File: config.mk
export PLATFORM = sky130hd
export DESIGN_NAME = multicycle_control_fsm
export DESIGN_NICKNAME = d
export VERILOG_FILES = /design/src/rtl/mips_ctrl_pkg.sv /design/src/rtl/ctrl_output_decode.sv /design/src/rtl/multicycle_control_fsm.sv
export SDC_FILE = /design/constraint.sdc
export NUM_CORES = 1
export LEC_CHECK = 0
export ABC_AREA = 1
export BUFFER_PORTS_ARGS = -buffer_cell sky130_fd_sc_hd__clkbuf_2
export CAP_MARGIN = 0
export CORE_MARGIN = 2
export CORE_UTILIZATION = 44
export CTS_CLUSTER_SIZE = 40
export DETAILED_ROUTE_END_ITERATION = 16
export PLACE_DENSITY_LB_ADDON = 0.05
export SLEW_MARGIN = 40
export SYNTH_ARGS = -nofsm -noshare
export SYNTH_HDL_FRONTEND = slang
export SYNTH_HIERARCHICAL = 1
export SYNTH_SLANG_ARGS = --single-unit
export TNS_END_PERCENT = 1
File: constraint.sdc
create_clock -name clk -period 1.6 [get_ports clk]
set_clock_uncertainty 0.2 [all_clocks]
set_input_delay 0.16 -clock clk [delete_from_list [all_inputs] [get_ports clk]]
set_output_delay 0.16 -clock clk [all_outputs]
set_load 0.1 [all_outputs]
File: src/rtl/mips_ctrl_pkg.sv
// Shared constants and types for the multicycle MIPS main control FSM.
// Opcodes, state encodings, mux select encodings and the control word.
package mips_ctrl_pkg;

    localparam int OPC_W = 6;

    // Instruction opcodes (instruction bits 31:26)
    localparam logic [OPC_W-1:0] OP_RTYPE = 6'b000000;
    localparam logic [OPC_W-1:0] OP_LW    = 6'b100011;
    localparam logic [OPC_W-1:0] OP_SW    = 6'b101011;
    localparam logic [OPC_W-1:0] OP_BEQ   = 6'b000100;
    localparam logic [OPC_W-1:0] OP_J     = 6'b000010;
    localparam logic [OPC_W-1:0] OP_ADDI  = 6'b001000;

    // Controller states; codes 12-15 are unused and recover to FETCH
    typedef enum logic [3:0] {
        S_FETCH  = 4'd0,
        S_DECODE = 4'd1,
        S_MEMADR = 4'd2,
        S_MEMRD  = 4'd3,
        S_MEMWB  = 4'd4,
        S_MEMWR  = 4'd5,
        S_EXEC   = 4'd6,
        S_RWB    = 4'd7,
        S_BRANCH = 4'd8,
        S_JUMP   = 4'd9,
        S_IEXEC  = 4'd10,
        S_IWB    = 4'd11
    } state_e;

    // ALU operand B select
    localparam logic [1:0] ALUSRCB_B       = 2'b00;
    localparam logic [1:0] ALUSRCB_FOUR    = 2'b01;
    localparam logic [1:0] ALUSRCB_SEXT    = 2'b10;
    localparam logic [1:0] ALUSRCB_SEXT_SH = 2'b11;

    // Next-PC source select
    localparam logic [1:0] PCSRC_ALU    = 2'b00;
    localparam logic [1:0] PCSRC_ALUOUT = 2'b01;
    localparam logic [1:0] PCSRC_JUMP   = 2'b10;

    // ALU control class handed to the ALU decoder
    localparam logic [1:0] ALUOP_ADD   = 2'b00;
    localparam logic [1:0] ALUOP_SUB   = 2'b01;
    localparam logic [1:0] ALUOP_FUNCT = 2'b10;

    // Full set of datapath selects and enables for one cycle
    typedef struct packed {
        logic       pc_write;
        logic       pc_write_cond;
        logic       iord;
        logic       mem_read;
        logic       mem_write;
        logic       ir_write;
        logic       mem_to_reg;
        logic       reg_dst;
        logic       reg_write;
        logic       alu_src_a;
        logic [1:0] alu_src_b;
        logic [1:0] alu_op;
        logic [1:0] pc_source;
    } ctrl_t;

endpackage

File: src/rtl/ctrl_output_decode.sv
// Pure combinational state -> control word decoder.
// Only FETCH looks at the (reset-qualified) memory ready strobe.
module ctrl_output_decode
    import mips_ctrl_pkg::*;
(
    input  logic [3:0] state_i,
    input  logic       mem_ready_i,
    output ctrl_t      ctrl_o
);

    // Moore decode: every field defaults to 0, each state sets its own
    always_comb begin
        ctrl_o = '0;
        case (state_i)
            S_FETCH: begin
                ctrl_o.mem_read  = 1'b1;
                ctrl_o.alu_src_a = 1'b0;
                ctrl_o.alu_src_b = ALUSRCB_FOUR;
                ctrl_o.alu_op    = ALUOP_ADD;
                ctrl_o.pc_source = PCSRC_ALU;
                ctrl_o.pc_write  = mem_ready_i;
                ctrl_o.ir_write  = mem_ready_i;
            end
            S_DECODE: begin
                ctrl_o.alu_src_a = 1'b0;
                ctrl_o.alu_src_b = ALUSRCB_SEXT_SH;
                ctrl_o.alu_op    = ALUOP_ADD;
            end
            S_MEMADR: begin
                ctrl_o.alu_src_a = 1'b1;
                ctrl_o.alu_src_b = ALUSRCB_SEXT;
                ctrl_o.alu_op    = ALUOP_ADD;
            end
            S_MEMRD: begin
                ctrl_o.mem_read = 1'b1;
                ctrl_o.iord     = 1'b1;
            end
            S_MEMWB: begin
                ctrl_o.reg_write  = 1'b1;
                ctrl_o.mem_to_reg = 1'b1;
                ctrl_o.reg_dst    = 1'b0;
            end
            S_MEMWR: begin
                ctrl_o.mem_write = 1'b1;
                ctrl_o.iord      = 1'b1;
            end
            S_EXEC: begin
                ctrl_o.alu_src_a = 1'b1;
                ctrl_o.alu_src_b = ALUSRCB_B;
                ctrl_o.alu_op    = ALUOP_FUNCT;
            end
            S_RWB: begin
                ctrl_o.reg_write  = 1'b1;
                ctrl_o.reg_dst    = 1'b1;
                ctrl_o.mem_to_reg = 1'b0;
            end
            S_BRANCH: begin
                ctrl_o.alu_src_a     = 1'b1;
                ctrl_o.alu_src_b     = ALUSRCB_B;
                ctrl_o.alu_op        = ALUOP_SUB;
                ctrl_o.pc_write_cond = 1'b1;
                ctrl_o.pc_source     = PCSRC_ALUOUT;
            end
            S_JUMP: begin
                ctrl_o.pc_write  = 1'b1;
                ctrl_o.pc_source = PCSRC_JUMP;
            end
            S_IEXEC: begin
                ctrl_o.alu_src_a = 1'b1;
                ctrl_o.alu_src_b = ALUSRCB_SEXT;
                ctrl_o.alu_op    = ALUOP_ADD;
            end
            S_IWB: begin
                ctrl_o.reg_write  = 1'b1;
                ctrl_o.reg_dst    = 1'b0;
                ctrl_o.mem_to_reg = 1'b0;
            end
            default: begin
                ctrl_o = '0;
            end
        endcase
    end

endmodule

File: src/rtl/multicycle_control_fsm.sv
// Main control FSM for the multicycle MIPS datapath.
// Holds the state register and next-state logic; outputs come from the decoder.
module multicycle_control_fsm
    import mips_ctrl_pkg::*;
#(
    parameter int OP_W = 6,
    parameter int ST_W = 4
) (
    input  logic            clk,
    input  logic            reset,
    input  logic [OP_W-1:0] Op,
    input  logic            MemReady,
    output logic            PCWrite,
    output logic            PCWriteCond,
    output logic            IorD,
    output logic            MemRead,
    output logic            MemWrite,
    output logic            IRWrite,
    output logic            MemtoReg,
    output logic            RegDst,
    output logic            RegWrite,
    output logic            ALUSrcA,
    output logic [1:0]      ALUSrcB,
    output logic [1:0]      ALUOp,
    output logic [1:0]      PCSource,
    output logic [ST_W-1:0] State,
    output logic            Illegal
);

    localparam logic [OP_W-1:0] C_RTYPE = OP_W'(OP_RTYPE);
    localparam logic [OP_W-1:0] C_LW    = OP_W'(OP_LW);
    localparam logic [OP_W-1:0] C_SW    = OP_W'(OP_SW);
    localparam logic [OP_W-1:0] C_BEQ   = OP_W'(OP_BEQ);
    localparam logic [OP_W-1:0] C_J     = OP_W'(OP_J);
    localparam logic [OP_W-1:0] C_ADDI  = OP_W'(OP_ADDI);

    state_e state_q;
    state_e state_d;
    logic   illegal_q;
    logic   illegal_d;
    logic   ready_q;
    ctrl_t  ctrl;

    // A held reset masks MemReady so FETCH cannot load PC/IR under reset
    assign ready_q = MemReady & ~reset;

    // Next state; Op is only looked at in DECODE and MEMADR
    always_comb begin
        state_d   = state_q;
        illegal_d = 1'b0;
        case (state_q)
            S_FETCH: begin
                if (MemReady) begin
                    state_d = S_DECODE;
                end
            end
            S_DECODE: begin
                if (Op == C_LW || Op == C_SW) begin
                    state_d = S_MEMADR;
                end else if (Op == C_RTYPE) begin
                    state_d = S_EXEC;
                end else if (Op == C_BEQ) begin
                    state_d = S_BRANCH;
                end else if (Op == C_J) begin
                    state_d = S_JUMP;
                end else if (Op == C_ADDI) begin
                    state_d = S_IEXEC;
                end else begin
                    state_d   = S_FETCH;
                    illegal_d = 1'b1;
                end
            end
            S_MEMADR: begin
                if (Op == C_LW) begin
                    state_d = S_MEMRD;
                end else if (Op == C_SW) begin
                    state_d = S_MEMWR;
                end else begin
                    state_d   = S_FETCH;
                    illegal_d = 1'b1;
                end
            end
            S_MEMRD: begin
                if (MemReady) begin
                    state_d = S_MEMWB;
                end
            end
            S_MEMWB:  state_d = S_FETCH;
            S_MEMWR: begin
                if (MemReady) begin
                    state_d = S_FETCH;
                end
            end
            S_EXEC:   state_d = S_RWB;
            S_RWB:    state_d = S_FETCH;
            S_BRANCH: state_d = S_FETCH;
            S_JUMP:   state_d = S_FETCH;
            S_IEXEC:  state_d = S_IWB;
            S_IWB:    state_d = S_FETCH;
            default:  state_d = S_FETCH;
        endcase
    end

    // State register and registered Illegal pulse, async reset to FETCH
    always_ff @(posedge clk or posedge reset) begin
        if (reset) begin
            state_q   <= S_FETCH;
            illegal_q <= 1'b0;
        end else begin
            state_q   <= state_d;
            illegal_q <= illegal_d;
        end
    end

    ctrl_output_decode u_decode (
        .state_i     (state_q),
        .mem_ready_i (ready_q),
        .ctrl_o      (ctrl)
    );

    assign PCWrite     = ctrl.pc_write;
    assign PCWriteCond = ctrl.pc_write_cond;
    assign IorD        = ctrl.iord;
    assign MemRead     = ctrl.mem_read;
    assign MemWrite    = ctrl.mem_write;
    assign IRWrite     = ctrl.ir_write;
    assign MemtoReg    = ctrl.mem_to_reg;
    assign RegDst      = ctrl.reg_dst;
    assign RegWrite    = ctrl.reg_write;
    assign ALUSrcA     = ctrl.alu_src_a;
    assign ALUSrcB     = ctrl.alu_src_b;
    assign ALUOp       = ctrl.alu_op;
    assign PCSource    = ctrl.pc_source;
    assign State       = ST_W'(state_q);
    assign Illegal     = illegal_q;

endmodule
==> results of run 1 <==
## stage by stage
step           hold slack, ns  worst slack (ns)
2_1_floorplan          -0.261            -0.444
3_3_place_gp           -0.143           0.00554
3_5_place_dp           -0.144           -0.0363
## synthesized netlist by cell type (2+ instances only)
| library cell | count |
|---|---|
| nand2_1 | 30 |
| nor2_1 | 20 |
| inv_1 | 19 |
| nand3_1 | 11 |
| inv_2 | 7 |
| dfrtp_1 | 5 |
| nor2_2 | 4 |
| nor3_1 | 4 |
| nand4_1 | 3 |
| nand2_2 | 2 |
| o21ai_2 | 2 |
## kinds of logic after synthesis
family          share of synthesized area, %
compound gates                          6.79
buf+inv                                 16.8
flops                                   20.0
simple gates                            56.5
==> results.toml, run 1 <==
[placement]
dpl.cell_count = 163
place_area_mm2 = 0.00118
post-dp-hpwl_um = 1590
portBuffers = 29
place_congestion = 0.749

[logic_synthesis]
yosysTopAreaCell = "dfrtp_1"
synth_top_area_share_pct = 20.0
async_flop_share_pct = 100
synthCells = 116
synth_edf_count = 0
synth-seq-cells = 5
ys_seq_area_share_pct = 20.0
synth_area_um2 = 627
synth.avg_cell_area_um2 = 5.40
syn-num-nets = 125
synthTopCellsByArea = "dfrtp_1 (20%), nand2_1 (18%), nor2_1 (12%)"
synth_warnings = 6
synth_cell_types = 20
ys.flop_type = "dfrtp_1"

[clock_network]
cts_buffers = 3
cts-root-buf = "clkbuf_4"
cts_setup_buffers = 4
cts-resized-gates = 14
hold_buffers = 1
clock_sinks = 5
clk_path_buf_depth = 2
htree_levels = 1

[floorplanning]
die_h_um = 41.7
start_util_pct = 47.6
io-pin-count = 30
num_rows = 13
die_x_um = 41.7

[run_status]
status = "stopped before the end"
stop_stage = "clock tree synthesis"
error_line = "[ERROR DPL-0033] detailed placement checks failed during check placement."
==> inputs of run 2 (changes only) <==
CORE_AREA = 2 2 63 65   (was not set)
CORE_MARGIN = not set   (was 2)
CORE_UTILIZATION = not set   (was 44)
CTS_CLUSTER_SIZE = not set   (was 40)
DIE_AREA = 0 0 65 67   (was not set)
PLACE_DENSITY_LB_ADDON = 0.15   (was 0.05)
==> run 2 against run 1 <==
Effect of this change:
- the flow now finishes, with violations (negative setup slack)
- synthesized area stayed put
- synthesized cell count unchanged
==> results.toml, run 2 <==
[worst_setup_path]
worstSetupEndpointType = "primary output"
slowest_stage = "dfrtp_4"
cp.arrival_ns = 1.33
startpoint_type = "flop"
ff2ff_setup_slack_ns = -0.02
slowest_delay_ns = 0.52
crit_chain = "nor2_4, inv_2, o21ai_4, buf_12"
path_max_fanout = 5
r2r_end = "State[0]$_DFFE_PP0P_"
required_ns = 1.24
crit_type = "flop to primary output"
worstPathBufferInverterCount = 2
r2r_cells = 9
r2r_start = "State[2]$_DFFE_PP0P_"
crit_family = "flip-flops"

[route]
wirelength_um = 2060
wl_per_cell_um = 9.79
drt_iter0_drc = 12
dr_total_vias = 859
viasPerCell = 4.09
drtPass1Iterations = 6
drcViolationCount = 0
ant_nets = 0

[clock_network]
cts_buffers = 3
clk_latency_ns = 0.22
cts-root-buf = "clkbuf_8"
clock_sinks = 5
htree_levels = 1
clk_path_buf_depth = 2
cts_tree = "done"
cts.clk_slew.worst_paths_ns = 0.04

[power]
p_per_area_mw_per_mm2 = 1300
p_leak_nw = 0.709
peakVddDrop_mv = 0.820

[floorplanning]
core_mm2 = 0.00361
die_x_um = 65
num_rows = 22
die_h_um = 67
io-pin-count = 30
start_util_pct = 17.4
die_area_mm2 = 0.00436

[run_status]
status = "complete, but fails checks"
violations = "negative setup slack"

[hold_path]
min-delay-start = "MemReady"
hold_end = "State[2]$_DFFE_PP0P_"
hold_path_class = "input pin to flop"
min_path_cells = 3

[layout]
final_nets = 172
fillers = 371
final_cell_mix = "nand2_1 (20), buf_12 (20), nor2_1 (14), inv_2 (14), buf_4 (10)"
largest_register_ffs = 4
drive_gt1_share_pct = 60.5
diodes = 0
finalNonFillerCells = 210
area_growth_pct = 136

[grt]
grt_max_degree = 9
grt_pass1_wl_um = 3330
overflow = 0
grt_usage_pct = 9.90
antenna_found_initial = 0
grt_pass1_vias = 784

[placement]
place_congestion = 0.857
pre_cts_ws_ns = -0.00919
portBuffers = 29
dpl.cell_count = 198
post-dp-hpwl_um = 1670

[timing]
hold_violations = 0
drv_slew = 0
setup_slack_ns = -0.0912
setup_viol = 16
final.setup.tns_ns = -0.925
slew_headroom_pct = 64.1
period_needed_ns = 1.69
fmax_ghz = 0.591
grt_setup_unrepaired = "yes"
worst_slew_pin_slew_ns = 0.541
finalCritPeriodShare_pct = 106

[logic_synthesis]
ys.flop_type = "dfrtp_1"
synth_edf_count = 0
yosys-top-cells-count = "nand2_1 (30), nor2_1 (20), inv_1 (19), nand3_1 (11), inv_2 (7)"
ys_seq_area_share_pct = 20.0
synth_area_um2 = 627
synthTopCellsByArea = "dfrtp_1 (20%), nand2_1 (18%), nor2_1 (12%)"
synth_warnings = 6
async_flop_share_pct = 100
synth.avg_cell_area_um2 = 5.40
synthCells = 116
synth_top_area_share_pct = 20.0
yosysTopAreaCell = "dfrtp_1"
synth_cell_types = 20
synth_most_common_cell = "nand2_1"
synth-seq-cells = 5
syn-num-nets = 125

[run]
cap_violations = 0
run 2: layer usage:
| layer | vias up | routed length [um] | GRT usage (%) |
|---|---|---|---|
| li1 | 446 | - | - |
| met1 | 381 | 811 | 10.9 |
| met2 | 32 | 1110 | 18.2 |
| met3 | 0 | 136 | 2.70 |
| met4 | 0 | 0 | 3.46 |
| met5 | - | 0 | 0 |
run 2: through the flow:
stage,power (mW),utilization [%],hold slack (ns),area [um^2]
after detailed placement,1.54,34.4,-0.116,1240
after global routing,2.02,40.9,0.0460,1480
after floorplan,1.11,-,-0.261,708
after global placement,1.53,34.4,-0.122,1240
after CTS,1.87,38.5,0.0136,1390
final,1.92,40.9,0.0152,1480
run 2: worst register-to-register path: cells and delay by family (launching register included):
kind | cells | cell delay [ns]
flops | 1 | 0.52
simple gates | 5 | 0.45
buf+inv | 4 | 0.38
run 2: final cells by class:
cell class                      count  area (um^2)  share of cell area [%]
Tap cell                           48         60.1                    4.07
Multi-Input combinational cell     84          558                    37.8
Sequential cell                     5          140                    9.49
Timing Repair Buffer               43          564                    38.2
Inverter                           26          109                    7.37
Clock buffer                        4         45.0                    3.05
run 2: kinds of logic (layout without fill, tap and decap cells):
kind of cell | count (synthesis) | in the layout | synth area share [%]
AOI/OAI and AO/OA | 6 | 6 | 6.79
buffers and inverters | 27 | 73 | 16.8
DFF | 5 | 5 | 20.0
and+or+nand+nor | 78 | 78 | 56.5
run 2: how the worst max path moves through the flow:
stage,from,endpoint,slack [ns],cells past startpoint
after floorplan,State[3]$_DFFE_PP0P_,PCWriteCond,-0.44,5
after global placement,State[2]$_DFFE_PP0P_,ALUSrcB[1],0.01,4
after detailed placement,State[2]$_DFFE_PP0P_,ALUSrcB[1],-0.009,4
after CTS,State[3]$_DFFE_PP0P_,PCWrite,-0.10,4
after global routing,State[3]$_DFFE_PP0P_,ALUSrcA,-0.15,5
final,State[2]$_DFFE_PP0P_,ALUSrcB[1],-0.09,4
run 2: what timing repair did:
action | 4_1_cts | 5_1_grt
setup buffers | 5 | 2
pin swaps | 2 | 3
endpoints found under the setup margin | 16 | 20
hold buffers | 1 | 0
hold endpoints to repair | 5 | 0
gates resized for setup | 22 | 18
run 2: power breakdown:
group / switching [mW] / internal (mW) / total, mW
clock network: 0.0598 / 0.171 / 0.231
registers: 0.0547 / 0.168 / 0.223
logic: 0.981 / 0.484 / 1.46
total: 1.10 / 0.823 / 1.92
No activity file was read; power rests on OpenSTA's default activity.
